File: src/rtl/mem16x6_arbiter_pkg.sv
// Shared constants for the two-requester 16x6 memory arbiter.
package mem16x6_arbiter_pkg;

    localparam int AW = 4;
    localparam int DW = 6;

    localparam logic [0:0] ST_CLEAR = 1'b0;
    localparam logic [0:0] ST_RUN   = 1'b1;

    localparam logic REQ0 = 1'b0;
    localparam logic REQ1 = 1'b1;

endpackage

File: src/rtl/mem16x6_arbiter_if.sv
// Request/response and memory-side bus of mem16x6_arbiter.
// Handshake: a command transfers on a rising clk edge where reqN_valid & reqN_ready;
// the requester holds valid and fields stable until then. Responses cannot be stalled.
interface mem16x6_arbiter_if;
    import mem16x6_arbiter_pkg::*;

    logic          req0_valid, req1_valid;
    logic          req0_ready, req1_ready;
    logic          req0_we,    req1_we;
    logic [AW-1:0] req0_addr,  req1_addr;
    logic [DW-1:0] req0_wdata, req1_wdata;
    logic          rsp0_valid, rsp1_valid;
    logic [DW-1:0] rsp_rdata;
    logic [AW-1:0] mem_addr;
    logic          mem_we;
    logic [DW-1:0] mem_wdata;
    logic [DW-1:0] mem_rdata;
    logic          busy;
    logic [0:0]    state;

    modport master (
        output req0_valid, req1_valid, req0_we, req1_we, req0_addr, req1_addr,
               req0_wdata, req1_wdata, mem_rdata,
        input  req0_ready, req1_ready, rsp0_valid, rsp1_valid, rsp_rdata,
               mem_addr, mem_we, mem_wdata, busy, state
    );

    modport slave (
        input  req0_valid, req1_valid, req0_we, req1_we, req0_addr, req1_addr,
               req0_wdata, req1_wdata, mem_rdata,
        output req0_ready, req1_ready, rsp0_valid, rsp1_valid, rsp_rdata,
               mem_addr, mem_we, mem_wdata, busy, state
    );

endinterface

File: src/rtl/mem16x6_rr_grant.sv
// Two-way round-robin grant; `last` remembers the most recently granted requester.
module mem16x6_rr_grant (
    input  logic       clk,
    input  logic       rst_n,
    input  logic [1:0] valid,
    input  logic       advance,
    output logic [1:0] grant
);

    logic last;

    always_comb begin
        grant = 2'b00;
        case (valid)
            2'b01:   grant = 2'b01;
            2'b10:   grant = 2'b10;
            2'b11:   grant = last ? 2'b01 : 2'b10;
            default: grant = 2'b00;
        endcase
    end

    // Reset to requester 1 so requester 0 wins the first contention.
    always_ff @(posedge clk or negedge rst_n) begin
        if (!rst_n)
            last <= 1'b1;
        else if (advance)
            last <= grant[1];
    end

endmodule

File: src/rtl/mem16x6_arbiter.sv
// Round-robin access controller sharing one 16x6 synchronous memory between two requesters.
// Optional post-reset zeroing sweep enabled by defining MEM16X6_ARB_CLEAR_EN.
module mem16x6_arbiter
    import mem16x6_arbiter_pkg::*;
(
    input  logic              clk,
    input  logic              rst_n,
    mem16x6_arbiter_if.slave  bus
);

    logic [0:0]    state;
    logic          clearing;
    logic          run;
    logic [AW-1:0] sweep_addr;
    logic [1:0]    grant;
    logic [AW-1:0] addr_q;
    logic [DW-1:0] wdata_q;
    logic          rsp_vld;
    logic          rsp_id;

`ifdef MEM16X6_ARB_CLEAR_EN
    logic [AW-1:0] sweep;

    always_ff @(posedge clk or negedge rst_n) begin
        if (!rst_n) begin
            state <= ST_CLEAR;
            sweep <= '0;
        end else if (state == ST_CLEAR) begin
            sweep <= sweep + 1'b1;
            if (sweep == {AW{1'b1}})
                state <= ST_RUN;
        end
    end

    assign sweep_addr = sweep;
`else
    assign state      = ST_RUN;
    assign sweep_addr = '0;
`endif

    // Outputs are qualified by rst_n so every output sits at its reset value while reset is held.
    assign clearing = rst_n && (state == ST_CLEAR);
    assign run      = rst_n && (state == ST_RUN);

    mem16x6_rr_grant u_grant (
        .clk     (clk),
        .rst_n   (rst_n),
        .valid   ({bus.req1_valid, bus.req0_valid} & {2{run}}),
        .advance (|grant),
        .grant   (grant)
    );

    always_comb begin
        bus.mem_we    = 1'b0;
        bus.mem_addr  = addr_q;
        bus.mem_wdata = wdata_q;
        if (clearing) begin
            bus.mem_we    = 1'b1;
            bus.mem_addr  = sweep_addr;
            bus.mem_wdata = '0;
        end else if (grant[0]) begin
            bus.mem_we    = bus.req0_we;
            bus.mem_addr  = bus.req0_addr;
            bus.mem_wdata = bus.req0_wdata;
        end else if (grant[1]) begin
            bus.mem_we    = bus.req1_we;
            bus.mem_addr  = bus.req1_addr;
            bus.mem_wdata = bus.req1_wdata;
        end
    end

    always_ff @(posedge clk or negedge rst_n) begin
        if (!rst_n) begin
            addr_q  <= '0;
            wdata_q <= '0;
            rsp_vld <= 1'b0;
            rsp_id  <= REQ0;
        end else begin
            if (clearing || (|grant)) begin
                addr_q  <= bus.mem_addr;
                wdata_q <= bus.mem_wdata;
            end
            rsp_vld <= |grant;
            rsp_id  <= grant[1] ? REQ1 : REQ0;
        end
    end

    assign bus.req0_ready = grant[0];
    assign bus.req1_ready = grant[1];
    assign bus.rsp0_valid = rsp_vld && (rsp_id == REQ0);
    assign bus.rsp1_valid = rsp_vld && (rsp_id == REQ1);
    assign bus.rsp_rdata  = rsp_vld ? bus.mem_rdata : '0;
    assign bus.busy       = clearing;
    assign bus.state      = state;

endmodule

File: src/flat_wrapper.sv
// flat-port wrapper written by rule: the top's interface ports become plain ports
module mem16x6_arbiter_flat import mem16x6_arbiter_pkg::*;
  (clk, rst_n, bus_req0_valid, bus_req1_valid, bus_req0_we, bus_req1_we, bus_req0_addr, bus_req1_addr, bus_req0_wdata, bus_req1_wdata, bus_mem_rdata, bus_req0_ready, bus_req1_ready, bus_rsp0_valid, bus_rsp1_valid, bus_rsp_rdata, bus_mem_addr, bus_mem_we, bus_mem_wdata, bus_busy, bus_state);
  mem16x6_arbiter_if bus_i ();
  input  logic clk;
  input  logic rst_n;
  input wire logic [$bits(bus_i.req0_valid)-1:0] bus_req0_valid;
  input wire logic [$bits(bus_i.req1_valid)-1:0] bus_req1_valid;
  input wire logic [$bits(bus_i.req0_we)-1:0] bus_req0_we;
  input wire logic [$bits(bus_i.req1_we)-1:0] bus_req1_we;
  input wire logic [$bits(bus_i.req0_addr)-1:0] bus_req0_addr;
  input wire logic [$bits(bus_i.req1_addr)-1:0] bus_req1_addr;
  input wire logic [$bits(bus_i.req0_wdata)-1:0] bus_req0_wdata;
  input wire logic [$bits(bus_i.req1_wdata)-1:0] bus_req1_wdata;
  input wire logic [$bits(bus_i.mem_rdata)-1:0] bus_mem_rdata;
  output wire logic [$bits(bus_i.req0_ready)-1:0] bus_req0_ready;
  output wire logic [$bits(bus_i.req1_ready)-1:0] bus_req1_ready;
  output wire logic [$bits(bus_i.rsp0_valid)-1:0] bus_rsp0_valid;
  output wire logic [$bits(bus_i.rsp1_valid)-1:0] bus_rsp1_valid;
  output wire logic [$bits(bus_i.rsp_rdata)-1:0] bus_rsp_rdata;
  output wire logic [$bits(bus_i.mem_addr)-1:0] bus_mem_addr;
  output wire logic [$bits(bus_i.mem_we)-1:0] bus_mem_we;
  output wire logic [$bits(bus_i.mem_wdata)-1:0] bus_mem_wdata;
  output wire logic [$bits(bus_i.busy)-1:0] bus_busy;
  output wire logic [$bits(bus_i.state)-1:0] bus_state;
  assign bus_i.req0_valid = bus_req0_valid;
  assign bus_i.req1_valid = bus_req1_valid;
  assign bus_i.req0_we = bus_req0_we;
  assign bus_i.req1_we = bus_req1_we;
  assign bus_i.req0_addr = bus_req0_addr;
  assign bus_i.req1_addr = bus_req1_addr;
  assign bus_i.req0_wdata = bus_req0_wdata;
  assign bus_i.req1_wdata = bus_req1_wdata;
  assign bus_i.mem_rdata = bus_mem_rdata;
  assign bus_req0_ready = bus_i.req0_ready;
  assign bus_req1_ready = bus_i.req1_ready;
  assign bus_rsp0_valid = bus_i.rsp0_valid;
  assign bus_rsp1_valid = bus_i.rsp1_valid;
  assign bus_rsp_rdata = bus_i.rsp_rdata;
  assign bus_mem_addr = bus_i.mem_addr;
  assign bus_mem_we = bus_i.mem_we;
  assign bus_mem_wdata = bus_i.mem_wdata;
  assign bus_busy = bus_i.busy;
  assign bus_state = bus_i.state;
  mem16x6_arbiter u_core (.clk(clk), .rst_n(rst_n), .bus(bus_i));
endmodule
File: config.mk
export PLATFORM = sky130hd
export DESIGN_NAME = mem16x6_arbiter_flat
export DESIGN_NICKNAME = d
export VERILOG_FILES = /design/src/rtl/mem16x6_arbiter_pkg.sv /design/src/rtl/mem16x6_arbiter_if.sv /design/src/rtl/mem16x6_rr_grant.sv /design/src/rtl/mem16x6_arbiter.sv /design/src/flat_wrapper.sv
export SDC_FILE = /design/constraint.sdc
export NUM_CORES = 1
export LEC_CHECK = 0
export ABC_AREA = 0
export ABC_CLOCK_PERIOD_IN_PS = 3670
export BUFFER_PORTS_ARGS = -buffer_cell sky130_fd_sc_hd__buf_2
export CAP_MARGIN = 10
export CORE_AREA = 2 2 46 48
export CTS_CLUSTER_SIZE = 24
export DETAILED_ROUTE_END_ITERATION = 16
export DIE_AREA = 0 0 48 50
export PLACE_DENSITY = 0.81
export SLEW_MARGIN = 30
export SYNTH_ARGS = -nofsm -noshare
export SYNTH_HDL_FRONTEND = slang
export SYNTH_SLANG_ARGS = --single-unit
File: constraint.sdc
create_clock -name clk -period 3.67 [get_ports clk]
set_clock_uncertainty 0.2 [all_clocks]
set_input_delay 0.734 -clock clk [delete_from_list [all_inputs] [get_ports clk]]
set_output_delay 0.734 -clock clk [all_outputs]
set_load 0.02 [all_outputs]
==> summary.txt <==
Status
  • Status: complete, no violations

STA
  • Final period util: 80.8%
  • Period minus WS final: 2.96 ns
  • Max-slew violations: 0
  • RSZ-0062 raised after global routing: no
  • Final setup viols: 0
  • Fin. Hold Viols: 0
  • Peak Freq: 337 MHz
  • TNS Setup: 0 ns

Detailed routing
  • Routed WL per cell: 12.4 um
  • Detailed-route wire length: 1.83 mm
  • Post-DR vias/cell: 5.05
  • Post-route ant nets: 0
  • Vias: 743
  • 1st-pass router iterations: 4
  • DR iter-0 viols: 15
  • DRC viols: 0

Critical path
  • Crit-path max FO: 17
  • CP Capture Type: output port
  • WP data arrival: 2.03 ns
  • Worst Setup Start Kind: input port
  • Worst Path Required: 2.74 ns
  • WS Path Type: input port to output port

Hold path
  • Worst Hold Class: input port to async pin

Final layout
  • Most common cell after layout, fill and taps aside: buf_2
  • Nets: 153
  • Layout area overhead: 34.3%
  • Ant diodes: 0
  • Layout cells sized above 1: 60.0%
  • Design area: 1060 sq um
  • Commonest cells after routing, fill and taps aside: buf_2, a221o_1, dfrtp_1
  • FILL cells: 179
  • Final Util: 55.9%
  • Non-filler cells, final: 147

Logic synthesis
  • Distinct cell type count after synthesis: 16
  • Yosys reg bits: 13
  • Syn Inst Count: 69
  • Syn nets: 101
  • Synth area leaders: dfrtp_1, a221o_1, and2_4
  • Mapped Area: 792 sq um
  • Area fraction of the dominant cell type after synthesis: 37.9%
  • Seq/Total Area, Yosys: 41.2%
  • Largest area contributor in the netlist: dfrtp_1
  • Syn avg cell area: 11.5 sq um
  • Synthesis Warnings: 0

Placed design
  • Placed Area: 1040 sq um
  • Placed cell count: 143
  • # port buffers: 52
  • Final GP Congestion: 0.678
  • Hpwl dp: 1.46 mm

Global route
  • Vias in the first global route: 703
  • Grt ovf: 0
  • Largest net degree at the start of global routing: 18
  • Global-route wire length before repair: 3.04 mm
  • GRT Total Usage: 17.1%
  • Initial antenna violation count: 0

Clocking
  • Reg clk slew, reported paths: 0.08 ns
  • CTS Buf Count: 3
  • # hold bufs at CTS: 0
  • Bufs on Longest Clock Path: 2
  • Post-CTS Setup Inserts: 0
  • TritonCTS clock tree: built
  • H-tree Lvls: 1
  • Clock Latency Late Sink: 0.26 ns
  • Post-cts sizing count: 0
  • Clock Tree Root: clkbuf_4
  • Num Clock Sinks: 13

Floorplanning
  • Die H: 50 um
  • Die area: 2400 sq um
  • Core area: 1900 sq um
  • Die X: 48 um
  • I/O pin cnt: 55
  • Core Rows: 16
  • Starting Density: 41.6%

Power
  • Worst vdd ir: 0.250 mV
  • Power per standard cell area: 383 nW/um^2
  • LEAKAGE: 0.574 nW

Flow run
  • Max Cap Viol: 0
==> worst paths after layout <==
kind                                      from  depth (start not counted)                   to  slack (ns)
max                                      rst_n                          6     bus_mem_wdata[5]        0.71
min                                      rst_n                          1    u_core.wdata_q[3]        0.16
max reg2reg                u_core.u_grant.last                          4    u_core.wdata_q[3]        2.09
min reg2reg                u_core.u_grant.last                          1  u_core.u_grant.last        0.37
max in group asynchronous                rst_n                          1  u_core.u_grant.last        2.81
min in group clk           u_core.u_grant.last                          1  u_core.u_grant.last        0.37
==> registers in the layout, summed over array words and instances (netlist names) <==
| signal | count |
|---|---|
| u_core.wdata_q | 6 |
| u_core.rsp_id | 1 |
| u_core.u_grant.last | 1 |
| u_core.addr_q | 4 |
| u_core.rsp_vld | 1 |
==> synth_stat cells <==
master	number
nand2_1	2
a22o_1	1
and2_2	2
o21ai_2	1
and2_4	8
a21oi_2	2
inv_1	2
buf_6	3
dfrtp_1	12
dfstp_2	1
nor2b_1	1
a221o_1	20
buf_4	4
and2_1	7
conb_1	2
a21o_2	1
==> metal layers <==
layer / share of wire [%] / global-route usage, %
met2: 54 / 29.1
met3: 5.3 / 2.20
met1: 40 / 22.8
met5: 0 / 0
met4: 0.38 / 2.70
==> critical path: stages <==
cell and delay, ns:
buf_2 0.29, nand2_1 0.11, a21oi_2 0.28, buf_4 0.28, a221o_1 0.16, buf_2 0.16
==> final cells by class <==
type,instances,area (sq um),area share [%]
Multi-Input combinational cell,47,394,37.1
Timing Repair Buffer,54,275,25.9
Sequential cell,13,327,30.7
Clock buffer,4,26.3,2.47
Inverter,2,7.51,0.706
Tap cell,27,33.8,3.18
==> through the flow <==
step           hold WS (ns)  total power, W  setup slack, ns
2_1_floorplan         0.238        0.000280             1.29
3_3_place_gp          0.351        0.000324            0.733
3_5_place_dp          0.363        0.000327            0.684
4_1_cts               0.170        0.000412            0.681
5_1_grt               0.181        0.000433            0.518
6_report              0.163        0.000408            0.705
==> power breakdown <==
| part | internal (W) | leakage [nW] | switching, W |
|---|---|---|---|
| logic | 0.0000732 | 0.400 | 0.0000802 |
| clock network | 0.0000419 | 0.0150 | 0.0000421 |
| registers | 0.000163 | 0.159 | 0.00000691 |
==> kinds of logic (layout without fill, tap and decap cells) <==
logic type / Yosys count / count (layout) / synth area share [%]
compound gates: 25 / 25 / 30.8
simple gates: 20 / 20 / 18.0
flops: 13 / 13 / 41.2
buf+inv: 9 / 60 / 9.00
other cells: 2 / 2 / 0.948
Note: power is estimated with default switching activity, not from simulation.
